===== src/rtl/bcd_converter.sv =====
// Sequential binary-to-BCD converter (double dabble, one bit per clock) feeding the 4-digit display.
// Define BCD_CONVERTER_SIGNED_EN to treat bin_in as two's complement and report the sign on negative.
module bcd_converter #(
  parameter int unsigned IN_WIDTH = 16,
  parameter bit          SATURATE = 1'b1
) (
  input  logic                clk,
  input  logic                rst_n,
  input  logic                start,
  input  logic [IN_WIDTH-1:0] bin_in,
  output logic                busy,
  output logic                done,
  output logic [15:0]         bcd_out,
  output logic                overflow,
  output logic                negative
);

  localparam int unsigned DIGITS = 5;
  localparam int unsigned ACC_W  = 4 * DIGITS;
  localparam int unsigned CNT_W  = $clog2(IN_WIDTH + 1);

  typedef enum logic [1:0] {
    ST_IDLE  = 2'd0,
    ST_SHIFT = 2'd1,
    ST_DONE  = 2'd2
  } state_e;

  state_e              state_q, state_d;
  logic [IN_WIDTH-1:0] shreg_q, shreg_d;
  logic [ACC_W-1:0]    acc_q, acc_d;
  logic [CNT_W-1:0]    cnt_q, cnt_d;
  logic                busy_q, busy_d;
  logic                done_q, done_d;
  logic [15:0]         bcd_q, bcd_d;
  logic                ovf_q, ovf_d;
  logic                ovf_c;
  logic [IN_WIDTH-1:0] mag_c;
  logic [ACC_W-1:0]    acc_adj_c;

  // Add 3 to every BCD digit that is 5 or more, ahead of the shift.
  function automatic logic [ACC_W-1:0] add3(input logic [ACC_W-1:0] a);
    logic [ACC_W-1:0] r;
    r = a;
    for (int unsigned i = 0; i < DIGITS; i++) begin
      if (a[4*i +: 4] >= 4'd5) begin
        r[4*i +: 4] = a[4*i +: 4] + 4'd3;
      end
    end
    return r;
  endfunction

  assign acc_adj_c = add3(acc_q);
  assign ovf_c     = (acc_q[ACC_W-1 -: 4] != 4'd0);

`ifdef BCD_CONVERTER_SIGNED_EN
  logic sign_c;
  logic sign_q, sign_d;
  logic neg_q, neg_d;

  // Unsigned IN_WIDTH-bit magnitude, so the most negative input maps to 2**(IN_WIDTH-1).
  assign sign_c   = bin_in[IN_WIDTH-1];
  assign mag_c    = sign_c ? ((~bin_in) + IN_WIDTH'(1)) : bin_in;
  assign negative = neg_q;

  always_ff @(posedge clk or negedge rst_n) begin
    if (!rst_n) begin
      sign_q <= 1'b0;
      neg_q  <= 1'b0;
    end else begin
      sign_q <= sign_d;
      neg_q  <= neg_d;
    end
  end

  always_comb begin
    sign_d = sign_q;
    neg_d  = neg_q;
    if (state_q == ST_IDLE && start) begin
      sign_d = sign_c;
    end
    if (state_q == ST_DONE) begin
      neg_d = sign_q;
    end
  end
`else
  assign mag_c    = bin_in;
  assign negative = 1'b0;
`endif

  // State register
  always_ff @(posedge clk or negedge rst_n) begin
    if (!rst_n) begin
      state_q <= ST_IDLE;
    end else begin
      state_q <= state_d;
    end
  end

  // Next-state logic
  always_comb begin
    state_d = state_q;
    case (state_q)
      ST_IDLE:  if (start) state_d = ST_SHIFT;
      ST_SHIFT: if (cnt_q == CNT_W'(1)) state_d = ST_DONE;
      ST_DONE:  state_d = ST_IDLE;
      default:  state_d = ST_IDLE;
    endcase
  end

  // Datapath and output next values
  always_comb begin
    shreg_d = shreg_q;
    acc_d   = acc_q;
    cnt_d   = cnt_q;
    done_d  = 1'b0;
    bcd_d   = bcd_q;
    ovf_d   = ovf_q;
    busy_d  = (state_d != ST_IDLE);
    case (state_q)
      ST_IDLE: begin
        if (start) begin
          shreg_d = mag_c;
          acc_d   = '0;
          cnt_d   = CNT_W'(IN_WIDTH);
        end
      end
      ST_SHIFT: begin
        acc_d   = {acc_adj_c[ACC_W-2:0], shreg_q[IN_WIDTH-1]};
        shreg_d = {shreg_q[IN_WIDTH-2:0], 1'b0};
        cnt_d   = cnt_q - CNT_W'(1);
      end
      ST_DONE: begin
        ovf_d  = ovf_c;
        bcd_d  = (SATURATE && ovf_c) ? 16'h9999 : acc_q[15:0];
        done_d = 1'b1;
      end
      default: ;
    endcase
  end

  always_ff @(posedge clk or negedge rst_n) begin
    if (!rst_n) begin
      shreg_q <= '0;
      acc_q   <= '0;
      cnt_q   <= '0;
      busy_q  <= 1'b0;
      done_q  <= 1'b0;
      bcd_q   <= 16'h0000;
      ovf_q   <= 1'b0;
    end else begin
      shreg_q <= shreg_d;
      acc_q   <= acc_d;
      cnt_q   <= cnt_d;
      busy_q  <= busy_d;
      done_q  <= done_d;
      bcd_q   <= bcd_d;
      ovf_q   <= ovf_d;
    end
  end

  assign busy     = busy_q;
  assign done     = done_q;
  assign bcd_out  = bcd_q;
  assign overflow = ovf_q;

endmodule


===== config.mk =====
export PLATFORM = sky130hd
export DESIGN_NAME = bcd_converter
export DESIGN_NICKNAME = d
export VERILOG_FILES = /design/src/rtl/bcd_converter.sv
export SDC_FILE = /design/constraint.sdc
export NUM_CORES = 1
export LEC_CHECK = 0
export ABC_AREA = 1
export CAP_MARGIN = 20
export CELL_PAD_IN_SITES_DETAIL_PLACEMENT = 1
export CELL_PAD_IN_SITES_GLOBAL_PLACEMENT = 2
export CORE_UTILIZATION = 35
export DETAILED_ROUTE_END_ITERATION = 10
export GPL_TIMING_DRIVEN = 0
export PLACE_DENSITY = 0.83
export SLEW_MARGIN = 15
export SYNTH_ARGS = -nofsm -noshare
export SYNTH_HDL_FRONTEND = slang
export SYNTH_SLANG_ARGS = --single-unit

===== constraint.sdc =====
create_clock -name clk -period 3.9 [get_ports clk]
set_clock_uncertainty 0.15 [all_clocks]
set_input_delay 0.78 -clock clk [delete_from_list [all_inputs] [get_ports clk]]
set_output_delay 0.78 -clock clk [all_outputs]
set_load 0.05 [all_outputs]

==> impl_metrics.ini, run 1 <==
[pwr]
leakage_nw = 1.85
peakVddDrop_mv = 0.261
powerDensity_nw_per_um2 = 770

[floorplan]
die-height_um = 94.9
die_area_um2 = 9010
die_w_um = 94.9
fp-row-count = 33
pin_count = 39
core_area_um2 = 8300
start_util_pct = 36.4

[timing]
tightest_slew_ns = 0.597
slew_violations = 0
finalWorstPathRequiredPeriod_ns = 2.47
setup_slack_ns = 1.43
setup-violations-final = 0
tns_ns = 0
rsz0062_at_grt = no
maxSlewHeadroom_pct = 60.2
period_share_pct = 63.3
fmax_ghz = 0.405
finalHoldViolCount = 0

[routing]
wire_per_inst_um = 14.1
remaining_drc_errors = 0
vias_per_cell = 5.00
firstDrtPassIters = 4
antenna_left = 0
drtIter0Drc = 75
num_vias = 2635
wirelength_mm = 7.45

[worst_setup_path]
cpMaxStageDelayCell = clkdlybuf4s50_1
crit_fanout = 2
cp-end-kind = primary output
worst_setup_path_start_kind = flop
reg2reg_from = acc_q[16]
crit_path_start = bcd_out[1]
cp_cell_sequence = clkdlybuf4s50_1
path_buf_inv = 1
slowest_delay_ns = 0.81
crit_arrival_ns = 1.54
required_ns = 2.97
crit_family = buffers and inverters
setup.worst_path.class = flop to primary output

[placed_design]
gp_congestion = 0.775
dpl.hpwl_mm = 5.35
io_buffers = 37
place_ws_ns = 1.45
dpl_cell_area_um2 = 3550

[yosys]
synth_edf_count = 0
synth_ff_type = dfrtp_1
synthDistinctLibCells = 24
yosysWarnings = 0
syn_inst = 368
synthArstFlopShare_pct = 100
synth_seq_area_share_pct = 51.3
synth_top_area_share_pct = 51.3
syn-num-nets = 400
yosysTopAreaCell = dfrtp_1
ys_ff_latch = 62
synthTopCellsByArea = dfrtp_1 (51%), nand2_1 (18%), nand3_1 (6.5%)
synth_area_per_cell_um2 = 8.21
syn-cell-area_um2 = 3020

[grt]
grt_max_degree = 44
grt-ovfl-total = 0
grt_pass1_wl_mm = 12.7
grt.total_usage_pct = 18.8
antenna_found_initial = 0
grt_pass1_vias = 2567

[clock_tree]
cts_hold_buf = 0
root_buffer = clkbuf_8
clock_sinks = 62
clk_pin_slew_worst_paths_ns = 0.07
cts_resized = 0
cts_buffers = 9
htreeDepth = 3
clkLatencyLatePin_ns = 0.35
cts_tree = built
post_cts_buffers = 0
clock_tree.buffer_depth = 2

[cells_and_area]
design_area_um2 = 3780
drive_gt1_share_pct = 7.58
nNetsFinal = 449
syn2layout_area_growth_pct = 25.2
final_util_pct = 45.6
antenna_cells = 0

[min_path]
min_path_type = input pin to asynchronous set/reset pin

[run]
drv_cap = 0

[status]
status = finished, final reports clean
path summary, 6_finish.rpt:
kind	to	slack, ns	cells after the start
max in group asynchronous	cnt_q[4]	2.93	2
min in group clk	bcd_out[13]	0.34	2
min reg2reg	bcd_out[13]	0.34	2
max	bcd_out[1]	1.43	1
max reg2reg	bcd_out[11]	2.08	5
min	bcd_out[15]	0.16	1
final cells by class:
class	instances	area, µm²
Buffer	10	52.6
Clock buffer	13	169
Clock inverter	3	65.1
Fill cell	1003	4520
Inverter	37	139
Multi-Input combinational cell	259	1280
Sequential cell	62	1550
Tap cell	105	131
Timing Repair Buffer	38	395
cell usage in the layout, fill, tap and decap left out, drive strengths merged, types with 10 or more instances in the layout:
cell and n:
o21ai 19, inv 36, clkbuf 15, clkdlybuf4s50 36, dfrtp 62, nand2 142, nand4 11, nand3 39
ha 13, buf 10
sequential cells by signal, summed over array words and instances (netlist names):
register	count
state_q	2
cnt_q	5
busy	1
shreg_q	16
bcd_out	16
acc_q	20
overflow	1
done	1
cell usage after synthesis (all sizes together) (2+ instances only):
library cell	instances
a21oi	6
a31oi	3
buf	8
clkbuf	2
dfrtp	62
ha	13
inv	36
nand2	142
nand3	39
nand4	11
nor2	6
nor3	2
o211ai	6
o21ai	19
o21bai	4
o22ai	5
kinds of logic (layout without fill, tap and decap cells):
logic type | after synthesis | in the layout | synth area share, %
fa+ha+maj | 13 | 13 | 5.38
other cells | 1 | 1 | 0.124
compound gates | 43 | 43 | 8.41
simple gates | 202 | 202 | 28.4
flops | 62 | 62 | 51.3
buf+inv | 47 | 101 | 6.34
per-layer routing:
metal / routed length, µm / global-route usage [%]
met5: 0 / 0
met4: 152 / 8.96
met3: 194 / 3.38
met2: 3460 / 29.2
met1: 3640 / 25.3
per-stage QoR:
stage	total power (W)	hold slack (ns)	std cells
6_report	0.00291	0.164	527
5_1_grt	0.00317	0.173	527
4_1_cts	0.00296	0.152	527
3_5_place_dp	0.00228	0.322	511
3_3_place_gp	0.00222	0.313	510
2_1_floorplan	0.00190	0.295	368
power by group:
group,internal [W],switching (W)
registers,0.000871,0.000189
logic,0.000418,0.000769
clock network,0.000412,0.000253
Power figures use the tool's default switching activity.
==> inputs of run 2 (changes only) <==
CORE_UTILIZATION = 29   (was 35)
PLACE_DENSITY = 0.73   (was 0.83)
clock period = 2.2 ns   (was 3.9 ns; I/O delays follow)
==> run 2 against run 1 <==
Combinational power increased by 76%. Critical endpoint is now bcd_out[0]. Utilization decreased by 7.9 points. Sequential power increased by 77%.
==> impl_metrics.ini, run 2 (synthesis gave the netlist of run 1 again) <==
[status]
status = finished, final reports clean

[pwr]
peakVddDrop_mv = 0.414
leakage_nw = 1.82
powerDensity_nw_per_um2 = 1290

[worst_setup_path]
worst_setup_path_start_kind = flop
crit_arrival_ns = 1.50
setup.worst_path.class = flop to primary output
cp_cell_sequence = clkdlybuf4s50_1
path_buf_inv = 1
required_ns = 1.61
timing.rr.end = bcd_out[4]
setup.worst_path.end = bcd_out[0]
cpMaxStageDelayCell = clkdlybuf4s50_1
cp-end-kind = primary output
reg2reg_slack_ns = 0.47
crit_family = buffers and inverters
crit_path_start = bcd_out[0]
r2r_cells = 5
slowest_delay_ns = 0.80
worst-path-stages = 1
reg2reg_from = acc_q[16]
crit_fanout = 2

[min_path]
min_path_type = flop to flop
hold_start = overflow

[cells_and_area]
fill_cells = 1202
syn2layout_area_growth_pct = 24.1
fin_cells = 554
drive_gt1_share_pct = 6.89
most-common-layout-cells = nand2_1 (142), dfrtp_1 (62), nand3_1 (39)
final_common_cell = nand2_1
nNetsFinal = 450
antenna_cells = 0
top_register = acc_q
largest_register_ffs = 20
final_util_pct = 37.7

[timing]
finalHoldViolCount = 0
slew_violations = 0
fmax_ghz = 0.479
setup-violations-final = 0
finalWorstPathRequiredPeriod_ns = 2.09
rsz0062_at_grt = no
maxSlewHeadroom_pct = 64.1
fin_hold_ws_ns = 0.331
tns_ns = 0
setup_slack_ns = 0.111
period_share_pct = 94.9
tightest_slew_ns = 0.539

[floorplan]
die_w_um = 104
pin_count = 39
core_area_um2 = 9950
start_util_pct = 30.4
die-height_um = 104
fp-row-count = 36
die_area_um2 = 10800

[routing]
wl_met2_mm = 3.37
antenna_left = 0
wl_met3_um = 240
firstDrtPassIters = 4
remaining_drc_errors = 0
wl_met1_mm = 3.75
vias_per_cell = 4.66
wirelength_mm = 7.44
drtIter0Drc = 72
num_vias = 2580
wire_per_inst_um = 13.4
highest_layer = met4

[clock_tree]
cts_tree = built
post_cts_buffers = 0
clk_pin_slew_worst_paths_ns = 0.07
root_buffer = clkbuf_8
clock_sinks = 62
htreeDepth = 3
cts_resized = 0
cts_buffers = 9
clkLatencyLatePin_ns = 0.34
clock_tree.buffer_depth = 2

[placed_design]
dpl.hpwl_mm = 5.35
dp_cells = 539
place_ws_ns = 0.0746
gp_congestion = 0.785
io_buffers = 37

[grt]
grt_pass1_vias = 2690
grt-ovfl-total = 0
grt.total_usage_pct = 15.4
antenna_found_initial = 0
grt_max_degree = 44
grt_pass1_wl_mm = 13.2

[run]
drv_cap = 0
-- run 2: changes by cell type in the layout (fill, tap and decap cells not counted), sizes merged --
cell,delta
bufinv,-2
clkbuf,-1
clkinv,+1
dlygate4sd3,+1
-- run 2: cell type report --
cell class | count | area (µm²) | share of cell area [%]
buffer | 10 | 52.6 | 1.40
clock buffer | 12 | 145 | 3.87
clock inverter | 2 | 10.0 | 0.267
inverter | 37 | 139 | 3.70
multi-input combinational | 259 | 1280 | 34.1
sequential | 62 | 1550 | 41.4
tap | 133 | 166 | 4.44
timing repair buffer | 39 | 405 | 10.8
-- run 2: power by group --
part	total, W	leakage [nW]	switching [W]	internal, W
Combinational	0.00209	0.981	0.00135	0.000739
Sequential	0.00188	0.754	0.000333	0.00155
Clock	0.000860	0.0821	0.000435	0.000424
-- run 2: worst min path at each step --
stage,depth (start not counted),to
2_1_floorplan,0,acc_q[0]
3_3_place_gp,2,overflow
3_5_place_dp,1,acc_q[15]
4_1_cts,2,overflow
5_1_grt,2,bcd_out[5]
6_report,2,overflow
-- run 2: per-stage QoR --
| step | total power [W] | cell area [µm²] |
|---|---|---|
| finish | 0.00483 | 3750 |
| global route | 0.00532 | 3750 |
| CTS | 0.00492 | 3750 |
| detailed placement | 0.00403 | 3580 |
| global placement | 0.00395 | 3560 |
| floorplan | 0.00336 | 3020 |
-- run 2: timing repair --
action                                 in CTS  in global routing
hold buffers                                1                  0
setup endpoints to repair                   0                  0
endpoints found under the hold margin      19                  0
-- run 2: tightest hold or removal path: cells and delay by family, from the launching register on --
kind             cells  cell delay, ns
flip-flops           1            0.34
AND/OR/NAND/NOR      2            0.10
-- run 2: layer usage --
| layer | global-route usage (%) | up-vias |
|---|---|---|
| met5 | 0 | - |
| met4 | 5.20 | 0 |
| met3 | 3.51 | 7 |
| met2 | 24.6 | 44 |
| met1 | 20.5 | 1228 |
| li1 | - | 1301 |
==> inputs of run 3 (changes only) <==
CTS_CLUSTER_SIZE = 12   (was not set)
==> results of run 3 <==
Final layout, timing and power as in run 2 (identical DEF).
